**src/rtl/angle_term_dispatcher_pkg.sv**
```systemverilog
// rtl/angle_term_dispatcher_pkg.sv - shared types and constants for the angle-term dispatcher
package angle_term_dispatcher_pkg;

  // Fixed-point operand width (Q16.16)
  localparam int Q_W = 32;

  // Default index widths and core wait budget
  localparam int ATOM_AW_DEF  = 8;
  localparam int TERM_AW_DEF  = 8;
  localparam int CORE_TMO_DEF = 1023;

  // Cycles allowed for the core to acknowledge core_start
  localparam int LAUNCH_TMO = 16;

  typedef enum logic [3:0] {
    ST_IDLE,
    ST_RD_TERM,
    ST_LATCH_TERM,
    ST_RD_CRD,
    ST_LAUNCH,
    ST_WAIT_CORE,
    ST_EMIT_A,
    ST_EMIT_B,
    ST_EMIT_C,
    ST_NEXT,
    ST_FINISH
  } state_t;

endpackage

```
**src/rtl/angle_term_dispatcher.sv**
```systemverilog
// rtl/angle_term_dispatcher.sv - walks the angle-term table, feeds the angle core, streams forces out
module angle_term_dispatcher
  import angle_term_dispatcher_pkg::*;
#(
  parameter int ATOM_AW  = ATOM_AW_DEF,
  parameter int TERM_AW  = TERM_AW_DEF,
  parameter int CORE_TMO = CORE_TMO_DEF
) (
  input  logic               clk,
  input  logic               rst_n,
  input  logic               go,
  input  logic [TERM_AW:0]   num_terms,
  output logic [TERM_AW-1:0] term_raddr,
  input  logic [ATOM_AW-1:0] term_a,
  input  logic [ATOM_AW-1:0] term_b,
  input  logic [ATOM_AW-1:0] term_c,
  input  logic [Q_W-1:0]     term_theta0,
  input  logic [Q_W-1:0]     term_k,
  output logic [ATOM_AW-1:0] crd_raddr,
  input  logic [Q_W-1:0]     crd_x,
  input  logic [Q_W-1:0]     crd_y,
  input  logic [Q_W-1:0]     crd_z,
  output logic               core_start,
  input  logic               core_busy,
  input  logic               core_valid,
  output logic [Q_W-1:0]     core_xa,
  output logic [Q_W-1:0]     core_ya,
  output logic [Q_W-1:0]     core_za,
  output logic [Q_W-1:0]     core_xb,
  output logic [Q_W-1:0]     core_yb,
  output logic [Q_W-1:0]     core_zb,
  output logic [Q_W-1:0]     core_xc,
  output logic [Q_W-1:0]     core_yc,
  output logic [Q_W-1:0]     core_zc,
  output logic [Q_W-1:0]     core_theta0,
  output logic [Q_W-1:0]     core_k,
  input  logic [Q_W-1:0]     core_fax,
  input  logic [Q_W-1:0]     core_fay,
  input  logic [Q_W-1:0]     core_faz,
  input  logic [Q_W-1:0]     core_fbx,
  input  logic [Q_W-1:0]     core_fby,
  input  logic [Q_W-1:0]     core_fbz,
  input  logic [Q_W-1:0]     core_fcx,
  input  logic [Q_W-1:0]     core_fcy,
  input  logic [Q_W-1:0]     core_fcz,
  output logic               fw_valid,
  input  logic               fw_ready,
  output logic [ATOM_AW-1:0] fw_atom,
  output logic [Q_W-1:0]     fw_fx,
  output logic [Q_W-1:0]     fw_fy,
  output logic [Q_W-1:0]     fw_fz,
  output logic               busy,
  output logic               done,
  output logic               err,
  output logic [TERM_AW:0]   skipped
);

  state_t             state;
  logic [TERM_AW:0]   idx;
  logic [TERM_AW:0]   num_r;
  logic [ATOM_AW-1:0] atom_a;
  logic [ATOM_AW-1:0] atom_b;
  logic [ATOM_AW-1:0] atom_c;
  logic [1:0]         crd_step;
  logic [15:0]        tmo;

  // Forces for B and C wait here while A is being streamed out
  logic [Q_W-1:0]     f_bx, f_by, f_bz;
  logic [Q_W-1:0]     f_cx, f_cy, f_cz;

  logic [TERM_AW:0]   idx_inc;
  logic               last_term;
  logic               degenerate;

  assign idx_inc    = idx + 1'b1;
  assign last_term  = (idx == num_r - 1'b1);
  // A term sharing an atom between any two positions has no defined angle
  assign degenerate = (term_a == term_b) || (term_b == term_c) || (term_a == term_c);

  // Term sequencer: table walk, coordinate fetch, core handshake and force streaming
  always_ff @(posedge clk or negedge rst_n) begin
    if (!rst_n) begin
      state       <= ST_IDLE;
      idx         <= '0;
      num_r       <= '0;
      atom_a      <= '0;
      atom_b      <= '0;
      atom_c      <= '0;
      crd_step    <= '0;
      tmo         <= '0;
      term_raddr  <= '0;
      crd_raddr   <= '0;
      core_start  <= 1'b0;
      core_xa     <= '0;
      core_ya     <= '0;
      core_za     <= '0;
      core_xb     <= '0;
      core_yb     <= '0;
      core_zb     <= '0;
      core_xc     <= '0;
      core_yc     <= '0;
      core_zc     <= '0;
      core_theta0 <= '0;
      core_k      <= '0;
      f_bx        <= '0;
      f_by        <= '0;
      f_bz        <= '0;
      f_cx        <= '0;
      f_cy        <= '0;
      f_cz        <= '0;
      fw_valid    <= 1'b0;
      fw_atom     <= '0;
      fw_fx       <= '0;
      fw_fy       <= '0;
      fw_fz       <= '0;
      busy        <= 1'b0;
      done        <= 1'b0;
      err         <= 1'b0;
      skipped     <= '0;
    end else begin
      case (state)
        ST_IDLE: begin
          if (go) begin
            idx        <= '0;
            skipped    <= '0;
            err        <= 1'b0;
            num_r      <= num_terms;
            term_raddr <= '0;
            if (num_terms == '0) begin
              // Nothing to do: go straight to the done pulse, busy never rises
              busy  <= 1'b0;
              done  <= 1'b1;
              state <= ST_FINISH;
            end else begin
              busy  <= 1'b1;
              state <= ST_RD_TERM;
            end
          end
        end

        ST_RD_TERM: begin
          // term_raddr already holds idx; table data appears next cycle
          state <= ST_LATCH_TERM;
        end

        ST_LATCH_TERM: begin
          atom_a      <= term_a;
          atom_b      <= term_b;
          atom_c      <= term_c;
          core_theta0 <= term_theta0;
          core_k      <= term_k;
          if (degenerate) begin
            skipped <= skipped + 1'b1;
            state   <= ST_NEXT;
          end else begin
            crd_raddr <= term_a;
            crd_step  <= '0;
            state     <= ST_RD_CRD;
          end
        end

        ST_RD_CRD: begin
          // Address leads data by one cycle: A,B,C issued on steps 0-2, captured on 1-3
          crd_step <= crd_step + 1'b1;
          case (crd_step)
            2'd0: begin
              crd_raddr <= atom_b;
            end
            2'd1: begin
              crd_raddr <= atom_c;
              core_xa   <= crd_x;
              core_ya   <= crd_y;
              core_za   <= crd_z;
            end
            2'd2: begin
              core_xb <= crd_x;
              core_yb <= crd_y;
              core_zb <= crd_z;
            end
            default: begin
              core_xc    <= crd_x;
              core_yc    <= crd_y;
              core_zc    <= crd_z;
              core_start <= 1'b1;
              tmo        <= '0;
              state      <= ST_LAUNCH;
            end
          endcase
        end

        ST_LAUNCH: begin
          if (core_busy) begin
            core_start <= 1'b0;
            tmo        <= '0;
            state      <= ST_WAIT_CORE;
          end else if (tmo == 16'(LAUNCH_TMO - 1)) begin
            core_start <= 1'b0;
            err        <= 1'b1;
            busy       <= 1'b0;
            done       <= 1'b1;
            state      <= ST_FINISH;
          end else begin
            tmo <= tmo + 1'b1;
          end
        end

        ST_WAIT_CORE: begin
          if (core_valid) begin
            // A's force goes straight onto the stream; B and C are parked
            fw_valid <= 1'b1;
            fw_atom  <= atom_a;
            fw_fx    <= core_fax;
            fw_fy    <= core_fay;
            fw_fz    <= core_faz;
            f_bx     <= core_fbx;
            f_by     <= core_fby;
            f_bz     <= core_fbz;
            f_cx     <= core_fcx;
            f_cy     <= core_fcy;
            f_cz     <= core_fcz;
            state    <= ST_EMIT_A;
          end else if (tmo == 16'(CORE_TMO - 1)) begin
            err   <= 1'b1;
            busy  <= 1'b0;
            done  <= 1'b1;
            state <= ST_FINISH;
          end else begin
            tmo <= tmo + 1'b1;
          end
        end

        ST_EMIT_A: begin
          if (fw_ready) begin
            fw_atom <= atom_b;
            fw_fx   <= f_bx;
            fw_fy   <= f_by;
            fw_fz   <= f_bz;
            state   <= ST_EMIT_B;
          end
        end

        ST_EMIT_B: begin
          if (fw_ready) begin
            fw_atom <= atom_c;
            fw_fx   <= f_cx;
            fw_fy   <= f_cy;
            fw_fz   <= f_cz;
            state   <= ST_EMIT_C;
          end
        end

        ST_EMIT_C: begin
          if (fw_ready) begin
            fw_valid <= 1'b0;
            state    <= ST_NEXT;
          end
        end

        ST_NEXT: begin
          if (last_term) begin
            busy  <= 1'b0;
            done  <= 1'b1;
            state <= ST_FINISH;
          end else begin
            idx        <= idx_inc;
            term_raddr <= idx_inc[TERM_AW-1:0];
            state      <= ST_RD_TERM;
          end
        end

        ST_FINISH: begin
          done  <= 1'b0;
          state <= ST_IDLE;
        end

        default: begin
          state <= ST_IDLE;
        end
      endcase
    end
  end

endmodule

```
**config.mk**
```make
export PLATFORM = sky130hd
export DESIGN_NAME = angle_term_dispatcher
export DESIGN_NICKNAME = d
export VERILOG_FILES = /design/src/rtl/angle_term_dispatcher_pkg.sv /design/src/rtl/angle_term_dispatcher.sv
export SDC_FILE = /design/constraint.sdc
export NUM_CORES = 1
export LEC_CHECK = 0
export BUFFER_PORTS_ARGS = -buffer_cell sky130_fd_sc_hd__clkbuf_2
export CAP_MARGIN = 5
export CORE_AREA = 2 2 375 377
export CTS_BUF_LIST = sky130_fd_sc_hd__clkbuf_4
export CTS_CLUSTER_SIZE = 8
export DETAILED_ROUTE_END_ITERATION = 12
export DIE_AREA = 0 0 377 379
export PLACE_DENSITY = 0.47
export SLEW_MARGIN = 20
export SYNTH_ARGS = -nofsm -noshare
export SYNTH_HDL_FRONTEND = slang
export SYNTH_SLANG_ARGS = --single-unit
export TNS_END_PERCENT = 100
```
**constraint.sdc**
```tcl
create_clock -name clk -period 2.9 [get_ports clk]
set_clock_uncertainty 0.2 [all_clocks]
set_input_delay 0.29 -clock clk [delete_from_list [all_inputs] [get_ports clk]]
set_output_delay 0.29 -clock clk [all_outputs]
set_load 0.1 [all_outputs]
```
==> results.ini, run 1 <==
[outcome]
status = complete, no violations

[synth]
synth_area_um2 = 30720
ys.flop_type = dfrtp_1
ys_types = 57
synth_compound_gate_area_share = 0.05573
yosysWarnings = 0
avgSynthCellArea_um2 = 12.94
syn_nets = 2869
synth_fa_ha_area_frac = 0.003666
yosys.area_share.xor_xnor = 0.01312
synth_top_family_by_area = multiplexers
synth-simple-area-share = 0.05915
synthCells = 2373
synth_mux_area_frac = 0.2497
synthArstFlopShare = 1.000
ys_ff_latch = 734
synth_edf_count = 0
synth-seq-area-share = 0.5980

[clock_network]
clk_latency_ns = 1.12
path_clk_slew_ns = 0.07
clkSinkCount = 734
clock_path_buffers = 3
cts_made_buffers = 207
htree_levels = 4
cts_tree = done
post-cts-setup-buffer-count = 0
ctsRootBufferMaster = clkbuf_4

[detailed_routing]
drt_iter0_drc = 954
drt_first_pass_iters = 7
routed_wl_um = 122300
routedWlPerCell_um = 18.56
drc = 0
viasPerCell = 4.204
num_vias = 27710
ant_nets = 0

[layout]
drive_above_1_share = 0.4252
fillers = 13670
area_delta_synth_final_pct = 70.27
ff_latch_area_um2 = 18370
utilization = 0.3767
layout_commonest_cell = dlygate4sd3_1
final_cells = 6590
multi_input_area_um2 = 11780
fin_nets = 5104
final_cell_mix = dlygate4sd3_1, clkbuf_2, dfrtp_1, mux2_2, clkbuf_4

[setup_path]
cp_num_buf_inv = 2
cp_cell_sequence = buf_4 > nor3_1 > nand2_1 > xor2_1 > a311o_1 > a31oi_4 > buf_4 > a21boi_0 > o21a_1
cpLargestDelayFamily = compound AO/OA/AOI/OAI gates
crit_type = reg -> reg
critPathRequiredTime_ns = 3.71
endpoint_kind = register
worstSetupStartpointType = register
critPathSlowestCell = nor3_1
crit_path_max_fanout = 14
crit_path_frequent_cell = buf_4
arrival_ns = 3.58
max_stage_delay_ns = 0.49

[timing]
max_freq_mhz = 361.7
period_share = 0.9532
maxSlewHeadroom = 0.5043
hold_viol = 0
setup_viol = 0
drv_slew = 0
tns_ns = 0
tightestPinTransition_ns = 0.7467
fin_crit_ns = 2.764

[floorplan]
coreArea_um2 = 138800
rows = 137
initial_core_util = 0.2212
io_pins = 973
die_h_um = 379
die-area_um2 = 142900
die_x_um = 377

[global_route]
grt_pass1_vias = 29650
grt_max_degree = 56
antenna_found_initial = 29
track_usage = 0.1662
gr-total-overflow = 0
grt_pass1_wl_um = 179800

[worst_hold_path]
hold_path.class = in -> reg

[place]
port_buffers = 972
hpwl_um = 85920
gp_congestion = 0.8752
dp.cells = 5127

[run]
cap_violations = 0

-- synthesized netlist by cell type, types with 15 or more instances --
cell      instances  area (um2)
o21ai_0         140       700.7
nand4_1          16       100.1
a21oi_1         124       620.6
nor2_1          139       521.8
nor3_1           16       80.08
nand2_1         181       679.4
mux2_2          577        6497
buf_1            35       131.4
xnor2_1          38       332.8
inv_1            15       56.30
nand3_1          19       95.09
mux2i_1         117        1171
clkbuf_1         99       371.6
dfrtp_1         734       18370
-- cell families after synthesis --
kind of cell | after synthesis
and+or+nand+nor | 421
buffers and inverters | 159
xor gates and xnor gates | 46
adders and majority gates | 9
AOI/OAI and AO/OA | 310
DFF | 734
muxes | 694
-- worst min-delay path, stage by stage --
cell           delay (ns)
dlygate4sd3_1        0.58
clkbuf_2             0.21
nor2_1               0.14
o32ai_1              0.13
o2bb2ai_1            0.15
-- stage by stage --
step	cell area, um2	setup slack (ns)	hold WS, ns
after CTS	52200	0.003345	0.005822
after floorplan	30720	0.1615	-0.2056
after global placement	38750	0.1878	0.1313
after global routing	52290	-0.03012	0.1051
after detailed placement	38750	0.1657	0.1489
final	52300	0.1356	0.2192
-- layout make-up --
| type | count | share of cell area |
|---|---|---|
| multi-input cells | 1480 | 0.2252 |
| flip-flops and latches | 734 | 0.3513 |
| clock inverters | 47 | 0.004857 |
| repair buffers | 2170 | 0.3277 |
| clock buffers | 319 | 0.04579 |
| inverters | 15 | 0.001077 |
| diodes | 18 | 0.0008613 |
| well taps | 1807 | 0.04323 |
-- layer usage --
layer  global-route usage  part of all wire  vias to the layer above
met3              0.06529             0.084                      243
met4              0.06589             0.032                       14
li1                     -                 -                    12970
met5             0.006175            0.0016                        -
met2               0.2743              0.48                      942
met1               0.1921              0.40                    13540
-- worst paths after layout --
path / end / slack [ns] / from / depth (start not counted)
setup / recovery: idx[7] / 0.14 / num_r[2] / 9
hold / removal: busy / 0.22 / core_valid / 5
setup reg to reg: idx[7] / 0.14 / num_r[2] / 9
hold reg to reg: fw_fy[10] / 0.28 / fw_fy[10] / 2
max in group asynchronous: core_xa[14] / 1.27 / rst_n / 6
min in group asynchronous: core_za[0] / 0.34 / rst_n / 4
-- repair_timing --
action | in CTS | in global routing
resized for setup | 0 | 6
setup endpoints to repair | 0 | 95
endpoints found under the hold margin | 1462 | 0
hold buffers | 1078 | 0
Power of run 1 is not shown: default switching activity piles up to over one toggle a cycle in this logic, so the estimate is an artifact.
==> run 2, diff against run 1 <==
--- a/config.mk
+++ b/config.mk
@@ -5,14 +5,15 @@
 export SDC_FILE = /design/constraint.sdc
 export NUM_CORES = 1
 export LEC_CHECK = 0
+export ABC_AREA = 1
 export BUFFER_PORTS_ARGS = -buffer_cell sky130_fd_sc_hd__clkbuf_2
 export CAP_MARGIN = 5
-export CORE_AREA = 2 2 375 377
+export CORE_AREA = 2 2 376 378
 export CTS_BUF_LIST = sky130_fd_sc_hd__clkbuf_4
 export CTS_CLUSTER_SIZE = 8
 export DETAILED_ROUTE_END_ITERATION = 12
-export DIE_AREA = 0 0 377 379
-export PLACE_DENSITY = 0.47
+export DIE_AREA = 0 0 378 380
+export PLACE_DENSITY = 0.46
 export SLEW_MARGIN = 20
 export SYNTH_ARGS = -nofsm -noshare
 export SYNTH_HDL_FRONTEND = slang
==> run 2 against run 1 <==
Net effect: critical path depth is 2 higher; non-clock buffer count is 102 higher; count of clock-buffer cells in the layout is 14 lower; sequential share of layout area is 0.59 points lower; register-to-register slack hardly changed; area after synthesis is 0.35% higher; wire length is 19% higher; critical endpoint is now fw_fx[27].
==> results.ini, run 2 <==
[outcome]
status = complete, no violations

[power]
power_w = 0.06775
p_comb_frac = 0.587
power.leakage_nw = 26.76
power_frac_clock = 0.145
ir_drop_mv = 1.277
pwr-share-seq = 0.268
p_sw_frac = 0.6033
p_int_w = 0.02687
power_switching_w = 0.04087
power.density_nw_per_um2 = 1274

[synth]
synth_common_cells = nand2_1, dfrtp_1, o21ai_0, a21oi_1, inv_1
yosysTopAreaCellShare = 0.5959  ; -0.002063
synth_area_um2 = 30820  ; +0.35%
synthCells = 3661  ; +54%
synth.most_common_cell = nand2_1
syn_nets = 4157  ; +45%
ys.flop_type = dfrtp_1
yosys.area.top_type = dfrtp_1
ys_ff_latch = 734  ; unchanged
synthArstFlopShare = 1.000  ; unchanged
yosysWarnings = 0  ; unchanged
ys_types = 40  ; -30%
synth-seq-area-share = 0.5959  ; -0.002063
avgSynthCellArea_um2 = 8.419  ; -35%
synth_edf_count = 0  ; unchanged
synthTopCellsByArea = dfrtp_1, nand2_1, o21ai_0, a21oi_1, inv_1

[detailed_routing]
drc = 0  ; unchanged
drt_iter0_drc = 2385  ; +150%
ant_nets = 0  ; unchanged
viasPerCell = 4.337  ; +3.2%
drt_first_pass_iters = 7  ; unchanged
routed_wl_um = 145700  ; +19%
routedWlPerCell_um = 18.16  ; -2.1%
num_vias = 34790  ; +26%

[place]
dp.cells = 6401  ; +25%
hpwl_um = 96550  ; +12%
gp_congestion = 0.8740  ; -0.14%
port_buffers = 972  ; unchanged

[setup_path]
max_stage_delay_ns = 0.57  ; +0.08 ns
critPathSlowestCell = dlygate4sd3_1
cp_num_buf_inv = 5  ; +3
endpoint_kind = register
cpLargestDelayFamily = buffers and inverters
arrival_ns = 3.64  ; +0.06 ns
cp_cell_sequence = nand2_4 > inv_2 > nand2_8 > nor2_4 > a2111oi_4 > buf_4 > clkbuf_16 > buf_6 > nor2_1 > a21oi_1 > dlygate4sd3_1
critPathRequiredTime_ns = 3.78  ; +0.07 ns
worstSetupStartpointType = register
crit_type = reg -> reg
crit_path_max_fanout = 14  ; unchanged

[worst_hold_path]
hold_path.class = in -> reg

[layout]
fillers = 13970  ; +2.2%
layout_commonest_cell = nand2_1
drive_above_1_share = 0.2365  ; -0.1887
area_delta_synth_final_pct = 72.56
final_cells = 8022  ; +22%
final_cell_mix = nand2_1, dlygate4sd3_1, clkbuf_2, dfrtp_1, clkbuf_4
multi_input_area_um2 = 10840  ; -8.0%
fin_nets = 6444  ; +26%
ff_latch_area_um2 = 18370  ; about the same

[timing]
drv_slew = 0  ; unchanged
maxSlewHeadroom = 0.4846  ; -0.01972
fin_crit_ns = 2.763  ; -0.001252 ns
period_share = 0.9528  ; about the same
tightestPinTransition_ns = 0.7731  ; +0.02641 ns
setup_viol = 0  ; unchanged
max_freq_mhz = 361.9  ; about the same
hold_viol = 0  ; unchanged
rsz0062_at_grt = yes
tns_ns = 0  ; unchanged

[global_route]
antenna_found_initial = 44  ; +52%
gr-total-overflow = 0  ; unchanged
grt_max_degree = 97  ; +73%
grt_pass1_vias = 35960  ; +21%
track_usage = 0.1966  ; +0.03038
grt_pass1_wl_um = 216800  ; +21%

[clock_network]
ctsRootBufferMaster = clkbuf_4
clk_latency_ns = 1.18  ; +0.06 ns
clock_path_buffers = 3  ; unchanged
htree_levels = 4  ; unchanged
cts_made_buffers = 211  ; +1.9%
path_clk_slew_ns = 0.06  ; about the same
clkSinkCount = 734  ; unchanged
cts_tree = done

[run]
cap_violations = 0  ; unchanged

[floorplan]
die-area_um2 = 143600  ; +0.53%
coreArea_um2 = 139200  ; +0.25%
rows = 137  ; unchanged
die_x_um = 378  ; +0.27%
die_h_um = 380  ; +0.26%
io_pins = 973  ; unchanged
initial_core_util = 0.2214  ; about the same

==> run 2: cell count changes in the layout (fill, tap and decap cells not counted), moves of 46 or more <==
cell,delta
a21oi_1,+89
mux2i_1,-117
nand2_1,+1414
mux2_2,-577
inv_1,+178
o21ai_0,+161
nor2_1,+46
dlygate4sd3_1,+126
==> run 2: per-layer routing <==
layer	share of wire	routed length, um	vias up	track usage
li1	-	-	16260	-
met1	0.39	57380	16480	0.2263
met2	0.46	67450	1560	0.3132
met3	0.088	12850	484	0.07246
met4	0.054	7931	6	0.1120
met5	0.00027	39	-	0.0003369
==> run 2: worst paths after layout <==
path | start | to | slack, ns | cells past startpoint
worst max-delay path | state[2] | fw_fx[27] | 0.14 | 11
worst min-delay path | core_valid | tmo[14] | 0.19 | 7
worst max register to register | state[2] | fw_fx[27] | 0.14 | 11
worst min register to register | f_bz[7] | f_bz[7] | 0.27 | 2
max in group asynchronous | rst_n | f_by[27] | 1.37 | 5
min in group asynchronous | rst_n | fw_atom[3] | 0.25 | 4
==> run 2: logic make-up (layout without fill, tap and decap cells) <==
logic type / after synthesis / after routing / share of synthesized area
xor gates and xnor gates: 34 / 34 / 0.009661
adders and majority gates: 9 / 9 / 0.003654
AOI/OAI and AO/OA: 584 / 584 / 0.09787
other: 0 / 45 / 0
buffers and inverters: 408 / 2848 / 0.05440
and+or+nand+nor: 1892 / 1892 / 0.2385
DFF: 734 / 734 / 0.5959
==> run 2: final cells by class <==
type                       instances  area share
sequential                       734      0.3454
antenna                           45    0.002117
clock inverter                    61    0.006634
tap                             1876     0.04413
timing repair buffer            2272      0.3399
inverter                         210     0.01508
clock buffer                     305     0.04305
multi-input combinational       2519      0.2037
==> run 2: per-stage QoR <==
step                cell area, um2  hold WS (ns)  setup slack [ns]  utilization
floorplan                    30820       -0.2056            0.6475            -
global placement             38240        0.1281            0.4231       0.2747
detailed placement           38240        0.1374            0.3976       0.2747
CTS                          52970      0.005188           0.01131       0.3805
global route                 53180       0.06781          -0.02454       0.3821
finish                       53190        0.1899            0.1369       0.3821
==> run 2: power groups by stage <==
stage | Clock (W) | Combinational, W | Sequential, W
final | 0.00982 | 0.0397 | 0.0182
after global routing | 0.0108 | 0.0417 | 0.0187
after CTS | 0.0102 | 0.0395 | 0.0181
after detailed placement | 0 | 0.0378 | 0.0182
after global placement | 0 | 0.0376 | 0.0181
after floorplan | 0 | 0.00652 | 0.0413
==> run 2: repair_timing <==
item,CTS,global route
hold buffers,1204,0
endpoints found under the hold margin,1468,0
gates resized for setup,6,13
pin swaps,0,1
gates cloned,0,2
endpoints found under the setup margin,6,98
buffers inserted,0,4
==> run 2: worst reg2reg max path: stages (launching register included) <==
cell and delay, ns:
dfrtp_1 0.43, nand2_4 0.15, inv_2 0.11, nand2_8 0.14, nor2_4 0.07, a2111oi_4 0.26, buf_4 0.19, clkbuf_16 0.19
buf_6 0.19, nor2_1 0.06, a21oi_1 0.14, dlygate4sd3_1 0.57
(Power assumes the default switching activity.)
